[src/rtl/overlay_sched.sv]
// Overlay SDRAM channel arbiter: download byte packer plus display prefetch FIFO.
// Optional frame underflow counter: define OVERLAY_SCHED_STATS_EN.
module overlay_sched #(
  parameter int FIFO_DEPTH = 4,
  parameter int AW         = 24
) (
  input  logic          clk,
  input  logic          reset,
  input  logic          enable,
  input  logic          dl_active,
  input  logic          dl_wr,
  input  logic [24:0]   dl_addr,
  input  logic [7:0]    dl_data,
  input  logic          ce_pix,
  input  logic          hblank,
  input  logic          vblank,
  input  logic          vsync,
  output logic [15:0]   pix_out,
  output logic [AW-1:0] mem_addr,
  output logic [15:0]   mem_din,
  output logic          mem_rnw,
  output logic          mem_req,
  input  logic          mem_ack,
  input  logic [31:0]   mem_dout,
  output logic          dl_overrun
`ifdef OVERLAY_SCHED_STATS_EN
  ,
  output logic [15:0]   underflow_cnt
`endif
);

  localparam int PW = (FIFO_DEPTH > 1) ? $clog2(FIFO_DEPTH) : 1;
  localparam int CW = PW + 1;

  typedef enum logic [1:0] {
    IDLE,
    WR_WAIT,
    RD_WAIT
  } state_t;

  state_t        state;
  logic          vs_q;
  logic          vs_rise;
  logic          rd_off;
  logic          flush;
  logic          active;

  logic [7:0]    even_q;
  logic          wr_pend;
  logic [AW-1:0] wr_addr;
  logic [15:0]   wr_data;
  logic          pair_done;

  logic [31:0]   fifo_mem [FIFO_DEPTH];
  logic [PW-1:0] wp;
  logic [PW-1:0] rp;
  logic [CW-1:0] cnt;
  logic          half;
  logic [AW-1:0] rd_addr;
  logic          discard;

  logic          wr_ack;
  logic          rd_ack;
  logic          push;
  logic          pix_try;
  logic          pop_ok;
  logic          under;
  logic          free;
  logic          rd_ok;

  assign vs_rise   = vsync & ~vs_q;
  assign rd_off    = ~enable | dl_active;
  assign flush     = vs_rise | rd_off;
  assign active    = ~(hblank | vblank);
  assign pair_done = dl_active & dl_wr & dl_addr[0];

  assign wr_ack  = (state == WR_WAIT) & mem_ack;
  assign rd_ack  = (state == RD_WAIT) & mem_ack;
  assign push    = rd_ack & ~discard & ~flush;
  assign pix_try = ce_pix & active & ~flush;
  assign pop_ok  = pix_try & (cnt != '0);
  assign under   = pix_try & (cnt == '0);
  assign free    = pop_ok & half;
  // Only entered from IDLE, so nothing is outstanding at this point.
  assign rd_ok   = ~flush & (cnt < CW'(FIFO_DEPTH));

  always_ff @(posedge clk) begin
    if (reset) begin
      vs_q <= 1'b0;
    end else begin
      vs_q <= vsync;
    end
  end

  always_ff @(posedge clk) begin
    if (reset) begin
      even_q     <= '0;
      wr_pend    <= 1'b0;
      wr_addr    <= '0;
      wr_data    <= '0;
      dl_overrun <= 1'b0;
    end else begin
      if (dl_active & dl_wr & ~dl_addr[0])
        even_q <= dl_data;
      if (wr_ack)
        wr_pend <= 1'b0;
      if (pair_done) begin
        if (wr_pend) begin
          dl_overrun <= 1'b1;
        end else begin
          wr_pend <= 1'b1;
          wr_addr <= AW'(dl_addr[24:1]);
          wr_data <= {dl_data, even_q};
        end
      end
    end
  end

  always_ff @(posedge clk) begin
    if (reset) begin
      state    <= IDLE;
      mem_req  <= 1'b0;
      mem_rnw  <= 1'b1;
      mem_addr <= '0;
      mem_din  <= '0;
      rd_addr  <= '0;
      discard  <= 1'b0;
    end else begin
      mem_req <= 1'b0;
      if (flush)
        rd_addr <= '0;
      unique case (state)
        IDLE: begin
          discard <= 1'b0;
          if (wr_pend) begin
            state    <= WR_WAIT;
            mem_req  <= 1'b1;
            mem_rnw  <= 1'b0;
            mem_addr <= wr_addr;
            mem_din  <= wr_data;
          end else if (rd_ok) begin
            state    <= RD_WAIT;
            mem_req  <= 1'b1;
            mem_rnw  <= 1'b1;
            mem_addr <= rd_addr;
            rd_addr  <= rd_addr + AW'(2);
          end
        end
        WR_WAIT: begin
          if (mem_ack)
            state <= IDLE;
        end
        RD_WAIT: begin
          if (mem_ack) begin
            state   <= IDLE;
            discard <= 1'b0;
          end else if (flush) begin
            discard <= 1'b1;
          end
        end
        default: state <= IDLE;
      endcase
    end
  end

  always_ff @(posedge clk) begin
    if (push)
      fifo_mem[wp] <= mem_dout;
  end

  always_ff @(posedge clk) begin
    if (reset) begin
      wp      <= '0;
      rp      <= '0;
      cnt     <= '0;
      half    <= 1'b0;
      pix_out <= '0;
    end else begin
      if (flush) begin
        wp   <= '0;
        rp   <= '0;
        cnt  <= '0;
        half <= 1'b0;
      end else begin
        if (push)
          wp <= wp + PW'(1);
        if (pop_ok) begin
          half <= ~half;
          if (half)
            rp <= rp + PW'(1);
        end
        cnt <= cnt + CW'(push) - CW'(free);
      end
      if (rd_off)
        pix_out <= '0;
      else if (pix_try)
        pix_out <= (cnt == '0) ? 16'h0000 :
                   half ? fifo_mem[rp][31:16] :
                          fifo_mem[rp][15:0];
    end
  end

`ifdef OVERLAY_SCHED_STATS_EN
  logic [15:0] ucur;

  always_ff @(posedge clk) begin
    if (reset) begin
      ucur          <= '0;
      underflow_cnt <= '0;
    end else if (vs_rise) begin
      underflow_cnt <= ucur;
      ucur          <= '0;
    end else if (under && ucur != 16'hFFFF) begin
      ucur <= ucur + 16'd1;
    end
  end
`else
  logic unused_under;
  assign unused_under = under;
`endif

endmodule

[config.mk]
export PLATFORM = sky130hd
export DESIGN_NAME = overlay_sched
export DESIGN_NICKNAME = d
export VERILOG_FILES = /design/src/rtl/overlay_sched.sv
export SDC_FILE = /design/constraint.sdc
export NUM_CORES = 1
export LEC_CHECK = 0
export BUFFER_PORTS_ARGS = -buffer_cell sky130_fd_sc_hd__buf_2
export CORE_MARGIN = 2
export CORE_UTILIZATION = 40
export CTS_BUF_LIST = sky130_fd_sc_hd__clkbuf_8
export DETAILED_ROUTE_END_ITERATION = 12
export PLACE_DENSITY = 0.57
export SLEW_MARGIN = 15
export SYNTH_ARGS = -nofsm -noshare
export SYNTH_HDL_FRONTEND = slang
export SYNTH_SLANG_ARGS = --single-unit
[constraint.sdc]
create_clock -name clk -period 5.92 [get_ports clk]
set_clock_uncertainty 0.15 [all_clocks]
set_input_delay 1.184 -clock clk [delete_from_list [all_inputs] [get_ports clk]]
set_output_delay 1.184 -clock clk [all_outputs]
set_load 0.005 [all_outputs]
# Word level (Yosys, flattened, before mapping)
# Memories as Yosys holds them, arrays and structs flattened. A register that Yosys moved wholly into a read port is not among the register bits.
# Index checks and enable logic that the tools add are counted.
# op_classes
n_lt_le_gt_ge,1
bitwise,25
n_reduce_logical,16
n_eq_ne,5
add_sub_neg,5
n_mux,26
# op_table
operator,n
$mux W24,6
$mux W16,2
$add A24 B2 Y24 const B,1
$reduce_and A2 Y1,7
$and A1 B1 Y1,13
$mux W1,11
$mux W2,5
$not A1 Y1,9
$reduce_or A2 Y1,4
$ne A3 B3 Y1 const B,2
$add A2 B1 Y2 const B,2
$pmux W2 S2,1
$reduce_bool A2 Y1,2
$add A3 B1 Y3,1
$logic_not A3 Y1,1
$lt A3 B3 Y1 const B,1
$or A1 B1 Y1,3
$reduce_bool A3 Y1,1
$sub A3 B1 Y3,1
$eq A2 B1 Y1 const B,1
$eq A2 B2 Y1 const B,1
$logic_not A2 Y1,1
$ne A2 B1 Y1 const B,1
$pmux W1 S2,1
# word_totals
output_inout_bits,59
regBits,144
memories,1
mem_bits_rw,128
# memory_table
name,depth,width,read_ports,rd_clocked_by_memory_dff,write_ports,line,text
fifo_mem,4,32,1,1,1,54,logic [31:0] fifo_mem [FIFO_DEPTH];

# Logic depth before layout (Yosys ltp)
# Gate-level depths: netlist of run 1.
# logic_depth
depth_word,9
ltp_mapped,13

# Worst setup path after synthesis of run 1
# No wires, ideal clock.
# synth_path
path_kind,input to register
startpoint,input dl_active
endpoint,register cnt[2]
arrival_ns,3.425
cell_stages,12
t_required_ns,5.642
path_slack_ns,2.218
setup_ns,0.128
path_cell_list,nand2b_1 -> buf_2 -> nor4_1 -> inv_1 -> ha_1 -> inv_1 -> ha_1 -> inv_1 -> fa_1 -> xor2_1 -> xnor2_1 -> nor2_1
# synth_via
elab_chain_cells,7
elab_cells_between_ends,10
classes_between,add/sub: 2; bitwise: 7; reduce/logical: 1
# synth_rtl
item,line,text
start: declaration,10,"input logic dl_active,"
$or A1 B1 Y1 (*),72,assign rd_off = ~enable | dl_active;
$or A1 B1 Y1 (*),73,assign flush = vs_rise | rd_off;
"parallel branches: the longest is 5 deep, another holds $add A3 B1 Y3",n/a,
end signal: assignment,192,cnt <= cnt + CW'(push) - CW'(free);
end: declaration,57,logic [CW-1:0] cnt;
# Mark *: on every way between the ends.
# A chain may end at the register's enable or synchronous reset.

# Worst setup path after layout of run 1
# Ends and elaborated chain as after synthesis.

==> results of run 1 <==
==> cell type report <==
class,count,area (um2)
Fill cell,2415,13530
Clock inverter,27,165.2
Antenna cell,2,5.005
Clock buffer,58,798.3
Timing Repair Buffer,147,773.2
Tap cell,335,419.2
Sequential cell,274,6768
Inverter,13,48.80
Multi-Input combinational cell,523,3550
==> synth_stat cells, types with 9 or more instances <==
| cell | count |
|---|---|
| nand2_1 | 177 |
| edfxtp_1 | 128 |
| o31ai_1 | 12 |
| a211oi_1 | 25 |
| dfxtp_1 | 146 |
| clkbuf_1 | 40 |
| ha_1 | 10 |
| and2_1 | 9 |
| inv_1 | 13 |
| nor2_1 | 27 |
| a21oi_1 | 100 |
| xnor2_1 | 9 |
| a22o_1 | 16 |
| or4_1 | 12 |
| mux4_2 | 32 |
| buf_2 | 12 |
| mux2i_1 | 35 |
==> registers in the layout, summed over array words and instances, names as in the netlist, 2 cells and up, named ones only <==
name and flops:
pix_out 16, cnt 3, wp 2, state 2, mem_din 16, mem_addr 24
even_q 8, wr_addr 24, rd_addr 24, fifo_mem 128, wr_data 16, rp 2
==> worst min-delay path by stage <==
stage	cells after the start	slack, ns	from	endpoint
after floorplan	1	0.28	rd_addr[0]$_SDFFE_PP0P_	rd_addr[0]$_SDFFE_PP0P_
after global placement	2	0.29	even_q[2]$_SDFFE_PP0P_	wr_data[2]$_SDFFE_PP0P_
after detailed placement	2	0.29	even_q[0]$_SDFFE_PP0P_	wr_data[0]$_SDFFE_PP0P_
after CTS	2	0.30	even_q[0]$_SDFFE_PP0P_	wr_data[0]$_SDFFE_PP0P_
after global routing	2	0.31	wr_data[8]$_SDFFE_PP0P_	mem_din[8]$_SDFFE_PP0P_
final	2	0.30	wr_data[8]$_SDFFE_PP0P_	mem_din[8]$_SDFFE_PP0P_
==> kinds of logic after synthesis <==
family / after synthesis / share of synthesized area (%)
muxes: 67 / 10.10
buffers and inverters: 73 / 2.867
AOI/OAI and AO/OA: 161 / 9.285
and+or+nand+nor: 272 / 11.59
DFF: 274 / 63.80
adders and majority gates: 11 / 1.369
xor gates and xnor gates: 12 / 0.9911
==> cells in the final DEF (no fill, tap or decap), types with 3 or more instances in the layout <==
cell / synthesis / routed
clkinv_2: 0 / 8
o31ai_1: 12 / 12
xor2_1: 3 / 3
edfxtp_1: 128 / 128
nor2_1: 27 / 26
xnor2_1: 9 / 9
mux2i_1: 35 / 35
clkinv_1: 0 / 3
nand3_1: 6 / 6
clkbuf_8: 0 / 58
mux4_2: 32 / 32
a22o_1: 16 / 16
a21oi_1: 100 / 100
nor4_1: 4 / 3
nor3b_1: 3 / 3
nand4_1: 4 / 4
buf_4: 0 / 15
ha_1: 10 / 10
nor3_1: 8 / 8
nand2_1: 177 / 177
nor2b_1: 4 / 4
or4_1: 12 / 12
nand2b_1: 5 / 5
inv_1: 13 / 25
a211oi_1: 25 / 24
and2_1: 9 / 9
buf_2: 12 / 132
dfxtp_1: 146 / 145
==> stage by stage <==
step / utilization (%) / std cells
after global placement: 44.33 / 1292
final: 48.07 / 1379
after CTS: 48.02 / 1377
after detailed placement: 44.33 / 1292
after floorplan: - / 870
after global routing: 48.06 / 1378
==> metal layers <==
metal | vias up | part of all wire (%) | GRT usage (%)
li1 | 3433 | - | -
met1 | 3356 | 45 | 21.93
met2 | 157 | 47 | 26.62
met3 | 45 | 5.7 | 4.206
met4 | 4 | 2.1 | 5.322
met5 | - | 0.12 | 0
==> critical path, cell delays in order <==
cell,delay [ns]
buf_2,0.12
nand2b_1,0.35
nor4_2,0.69
inv_1,0.10
ha_1,0.29
inv_1,0.05
ha_1,0.12
inv_1,0.05
fa_1,0.38
xor2_1,0.17
xnor2_1,0.13
nor2_1,0.05
==> report_power, final <==
part	switching (mW)	internal, mW	leakage [nW]	total (mW)
Combinational	0.105	0.0687	1.63	0.174
Sequential	0.0181	2.01	2.33	2.03
Clock	0.766	0.939	0.550	1.71
==> results.py, run 1 <==
metrics = {
    "placed_design": {
        "dp_hpwl_mm": 14.01,
        "dpl_worst_slack_ns": 1.479,
        "io_buffer_count": 133,
        "dpl_cell_area_um2": 11550,
        "gp_congestion": 0.7034,
    },
    "sta": {
        "setup_viol": 0,
        "slew_viol_final": 0,
        "fin_crit_ns": 3.438,
        "tightest_slew_ns": 1.008,
        "final.setup.tns_ns": 0,
        "hold_viol_final": 0,
        "rsz0062_at_grt": "false",
        "max_freq_mhz": 290.9,
        "slew_headroom_pct": 32.24,
        "whs_ns": 0.2996,
        "layout_setup_ws_ns": 2.482,
        "finalCritPeriodShare_pct": 58.07,
    },
    "floorplanning": {
        "start_util_pct": 40.70,
        "row_count": 59,
        "io_pins": 134,
        "coreArea_um2": 26060,
        "dieArea_um2": 27830,
        "die_w_um": 166.8,
        "fp.dieH_um": 166.8,
    },
    "logic_synthesis": {
        "syn_area_um2": 10610,
        "synth-warning-count": 0,
        "yosysTopAreaCellShare_pct": 36.24,
        "ys.flop_type": "dfxtp_1",
        "ys_ff_latch": 274,
        "avgSynthCellArea_um2": 12.19,
        "netlist.top_cell.by_area": "edfxtp_1",
        "synth.area.top_cells": "edfxtp_1 (36%), dfxtp_1 (28%), mux4_2 (6.8%)",
        "synth.distinct_cells": 46,
        "synth_cells": 870,
        "synth_edf_count": 128,
        "async_flop_share_pct": 0,
        "ys_seq_area_share_pct": 63.80,
        "synth_nets": 956,
    },
    "cells_and_area": {
        "synthToLayoutAreaGrowth_pct": 18.12,
        "finalInstanceArea_um2": 12530,
        "nets": 1091,
        "drive_gt1_share_pct": 24.86,
    },
    "clocking": {
        "cts_buffers": 46,
        "clk_latency_ns": 0.57,
        "cts_tree": "done",
        "holdBufCountCts": 0,
        "clock_sinks": 274,
        "path_clk_slew_ns": 0.06,
        "h-tree-depth": 2,
        "cts_buffer_depth": 3,
        "root_buffer": "clkbuf_8",
        "post_cts_buffers": 0,
        "ctsResizeCount": 0,
    },
    "drt": {
        "ant_nets": 0,
        "drc": 0,
        "wl_per_cell_um": 16.69,
        "via_per_inst": 5.073,
        "drt-initial-drc-count": 481,
        "drt-pass1-iter-count": 5,
        "wirelength_mm": 23.01,
        "dr_total_vias": 6995,
    },
    "worst_setup_path": {
        "r2r_end": "cnt[2]$_SDFF_PP0_",
        "crit_path_start_kind": "primary input",
        "reg2reg_depth": 10,
        "worstSetupPathType": "in -> reg",
        "cp.required_ns": 6.19,
        "cp_max_fo": 9,
        "critPathCaptureType": "flop",
        "arrival_ns": 3.70,
        "critPathLaunch": "dl_active",
        "worstReg2RegStart": "half$_SDFFE_PP0N_",
        "cp-endpoint": "cnt[2]$_SDFF_PP0_",
        "reg2reg_slack_ns": 2.50,
    },
    "power": {
        "power_leakage_nw": 4.512,
        "ir_worst_vdd_uv": 216.4,
        "power_density_nw_per_um2": 311.9,
        "power_mw": 3.907,
    },
    "grt": {
        "grt_max_degree": 76,
        "antenna_found_initial": 4,
        "grt_pass1_vias": 7003,
        "grt_pass1_wl_mm": 37.15,
        "gr-total-overflow": 0,
        "grtUsageTotal_pct": 16.52,
    },
    "outcome": {
        "status": "completed",
    },
    "run": {
        "drv_cap": 0,
    },
    "worst_hold_path": {
        "hp-class": "reg -> reg",
    },
}
No activity file was read; power rests on OpenSTA's default activity.
==> run 2: changes to the inputs <==
- ABC_AREA: default -> 1
- PLACE_DENSITY: 0.57 -> 0.58
- clock period: 5.92 -> 2.9 ns (I/O delays scaled with it)
==> run 2 against run 1 <==
Compared with the run above: global-route usage increased by 1.7 points; count of clock-buffer cells in the layout decreased by 5; largest power group unchanged; critical endpoint unchanged; critical path type is now reg -> reg; sequential cell count unchanged; sequential power increased by 110%.
==> results.py, run 2 <==
metrics = {
    "sta": {
        "setup_viol": 0,
        "final.setup.tns_ns": 0,
        "max_freq_mhz": 403.3,
        "fin_crit_ns": 2.479,
        "slew_viol_final": 0,
        "rsz0062_at_grt": "false",
        "hold_viol_final": 0,
        "finalCritPeriodShare_pct": 85.50,
        "tightest_slew_ns": 0.7205,
        "slew_headroom_pct": 51.97,
    },
    "placed_design": {
        "place_inst": 1807,
        "dpl_cell_area_um2": 12640,
        "dp_hpwl_mm": 17.34,
        "io_buffer_count": 133,
        "gp_congestion": 0.8032,
    },
    "worst_setup_path": {
        "cpMaxStageDelayCell": "dfxtp_1",
        "critPathCaptureType": "flop",
        "crit_path_frequent_cell": "inv_1",
        "worstSetupPathType": "reg -> reg",
        "cp.required_ns": 3.19,
        "cp_max_fo": 5,
        "crit_chain": "nor3_4 > inv_1 > nand3_2 > inv_1 > ha_1 > inv_1 > ha_1 > inv_1 > fa_1 > xor2_1 > o21ai_0 > a21oi_1",
        "cpPeakStageDelay_ns": 0.38,
        "crit_path_start_kind": "flop",
        "arrival_ns": 2.77,
    },
    "grt": {
        "grt.met2_usage_pct": 30.63,
        "grt_pass1_wl_mm": 44.54,
        "grt_pass1_vias": 8570,
        "use_met3_pct": 3.596,
        "met1_usage_pct": 24.01,
        "busiest_layer": "met2",
        "grt_max_degree": 91,
        "antenna_found_initial": 1,
        "gr-total-overflow": 0,
        "grtUsageTotal_pct": 18.19,
    },
    "clocking": {
        "cts_buffer_depth": 3,
        "cts_buffers": 46,
        "clk_latency_ns": 0.58,
        "root_buffer": "clkbuf_8",
        "path_clk_slew_ns": 0.06,
        "h-tree-depth": 2,
        "clock_sinks": 274,
        "ctsResizeCount": 0,
        "cts_tree": "done",
        "post_cts_buffers": 0,
        "holdBufCountCts": 0,
    },
    "cells_and_area": {
        "final_cell_mix": "nand2_1 (268), nor2_1 (238), inv_1 (170), dfxtp_1 (145), nand3_1 (143)",
        "fin_util_pct": 47.32,
        "finalInstanceArea_um2": 13510,
        "regMostFlops": "fifo_mem",
        "drive_gt1_share_pct": 16.20,
        "final_common_cell": "nand2_1",
        "fin_cells": 1890,
        "nets": 1557,
        "synthToLayoutAreaGrowth_pct": 17.37,
        "largest_reg_flops": 128,
        "num_antenna_cells": 0,
    },
    "logic_synthesis": {
        "synth.area.top_cells": "edfxtp_1 (33%), dfxtp_1 (25%), nand2_1 (8.7%)",
        "synth-warning-count": 0,
        "synth_edf_count": 128,
        "synth_cells": 1323,
        "syn_area_um2": 11510,
        "netlist_top_cells_count": "nand2_1 (268), nor2_1 (242), dfxtp_1 (146), inv_1 (146), nand3_1 (143)",
        "synth.distinct_cells": 38,
        "ys_ff_latch": 274,
        "synth_nets": 1409,
        "yosysTopAreaCellShare_pct": 33.40,
        "avgSynthCellArea_um2": 8.699,
        "ys_seq_area_share_pct": 58.80,
        "ys.flop_type": "dfxtp_1",
        "synthMostInstantiatedCell": "nand2_1",
        "async_flop_share_pct": 0,
        "netlist.top_cell.by_area": "edfxtp_1",
    },
    "drt": {
        "drt-initial-drc-count": 533,
        "drt-pass1-iter-count": 5,
        "wirelength_mm": 27.19,
        "ant_nets": 0,
        "dr_total_vias": 8858,
        "wl_per_cell_um": 14.38,
        "drc": 0,
        "via_per_inst": 4.687,
    },
    "power": {
        "ir_worst_vdd_uv": 320.9,
        "power_density_nw_per_um2": 581.9,
        "power_leakage_nw": 5.829,
    },
    "floorplanning": {
        "io_pins": 134,
        "fp.dieH_um": 173.6,
        "dieArea_um2": 30140,
        "die_w_um": 173.6,
        "row_count": 62,
        "coreArea_um2": 28550,
        "start_util_pct": 40.31,
    },
    "worst_hold_path": {
        "hp-class": "in -> reg",
    },
    "run": {
        "drv_cap": 0,
    },
    "outcome": {
        "status": "completed",
    },
}
## run 2: cell types whose count changed after synthesis, sizes merged, moves of 13 or more
cell	before	now
buf	20	36
nand3	6	146
clkbuf	40	23
inv	13	149
a21oi	100	52
nor2	27	249
nand2	177	274
a211oi	25	0
o31ai	13	0
a22o	16	0
mux2i	35	14
mux4	32	0
o21ai	1	74
## run 2: routing by layer
metal	part of all wire (%)	routed length (um)
met2	46	12580
met1	46	12550
met5	0.048	13
met4	1.8	499
met3	5.7	1544
## run 2: metrics by stage
stage / hold WS (ns) / power [mW] / worst slack (ns)
floorplan: 0.2667 / 4.535 / -0.1612
global placement: 0.2918 / 4.710 / 0.03127
detailed placement: 0.2991 / 4.718 / -0.01647
CTS: 0.03451 / 7.943 / 0.4136
global route: 0.04599 / 8.193 / 0.2187
finish: 0.06468 / 7.860 / 0.4205
## run 2: report_power, final
part	total (mW)	switching, mW	internal, mW	leakage, nW
clock	3.23	1.56	1.67	0.534
combinational	0.456	0.283	0.173	2.96
sequential	4.18	0.0445	4.13	2.34
total	7.86	1.88	5.98	5.83
## run 2: cells by family after synthesis
| logic type | synth area share [%] |
|---|---|
| AOI/OAI and AO/OA | 5.599 |
| xor gates and xnor gates | 0.1522 |
| adders and majority gates | 1.261 |
| buffers and inverters | 7.861 |
| DFF | 58.80 |
| muxes | 1.218 |
| and+or+nand+nor | 25.11 |
## run 2: path summary, 6_finish.rpt
path	start	cells past startpoint	end	slack, ns
min	mem_dout[19]	1	fifo_mem[0][19]$_DFFE_PP_	0.06
max	cnt[2]$_SDFF_PP0_	12	cnt[2]$_SDFF_PP0_	0.42
max reg2reg	cnt[2]$_SDFF_PP0_	12	cnt[2]$_SDFF_PP0_	0.42
min reg2reg	pix_out[15]$_SDFFE_PP0P_	2	pix_out[15]$_SDFFE_PP0P_	0.31
## run 2: critical path: cells and delay by family (launching register included)
kind,cells,cell delay [ns]
adder cells (fa/ha/maj),3,0.78
AND/OR/NAND/NOR,2,0.41
flip-flops,1,0.38
buffers and inverters,4,0.27
AO/OA/AOI/OAI,2,0.21
XOR/XNOR,1,0.16
## run 2: cell type report
type / count / area, um2
inverter: 153 / 576.8
clock buffer: 53 / 729.5
sequential: 274 / 6768
clock inverter: 30 / 137.6
multi-input combinational: 837 / 3867
fill: 2802 / 15040
timing repair buffer: 159 / 948.4
tap: 384 / 480.5
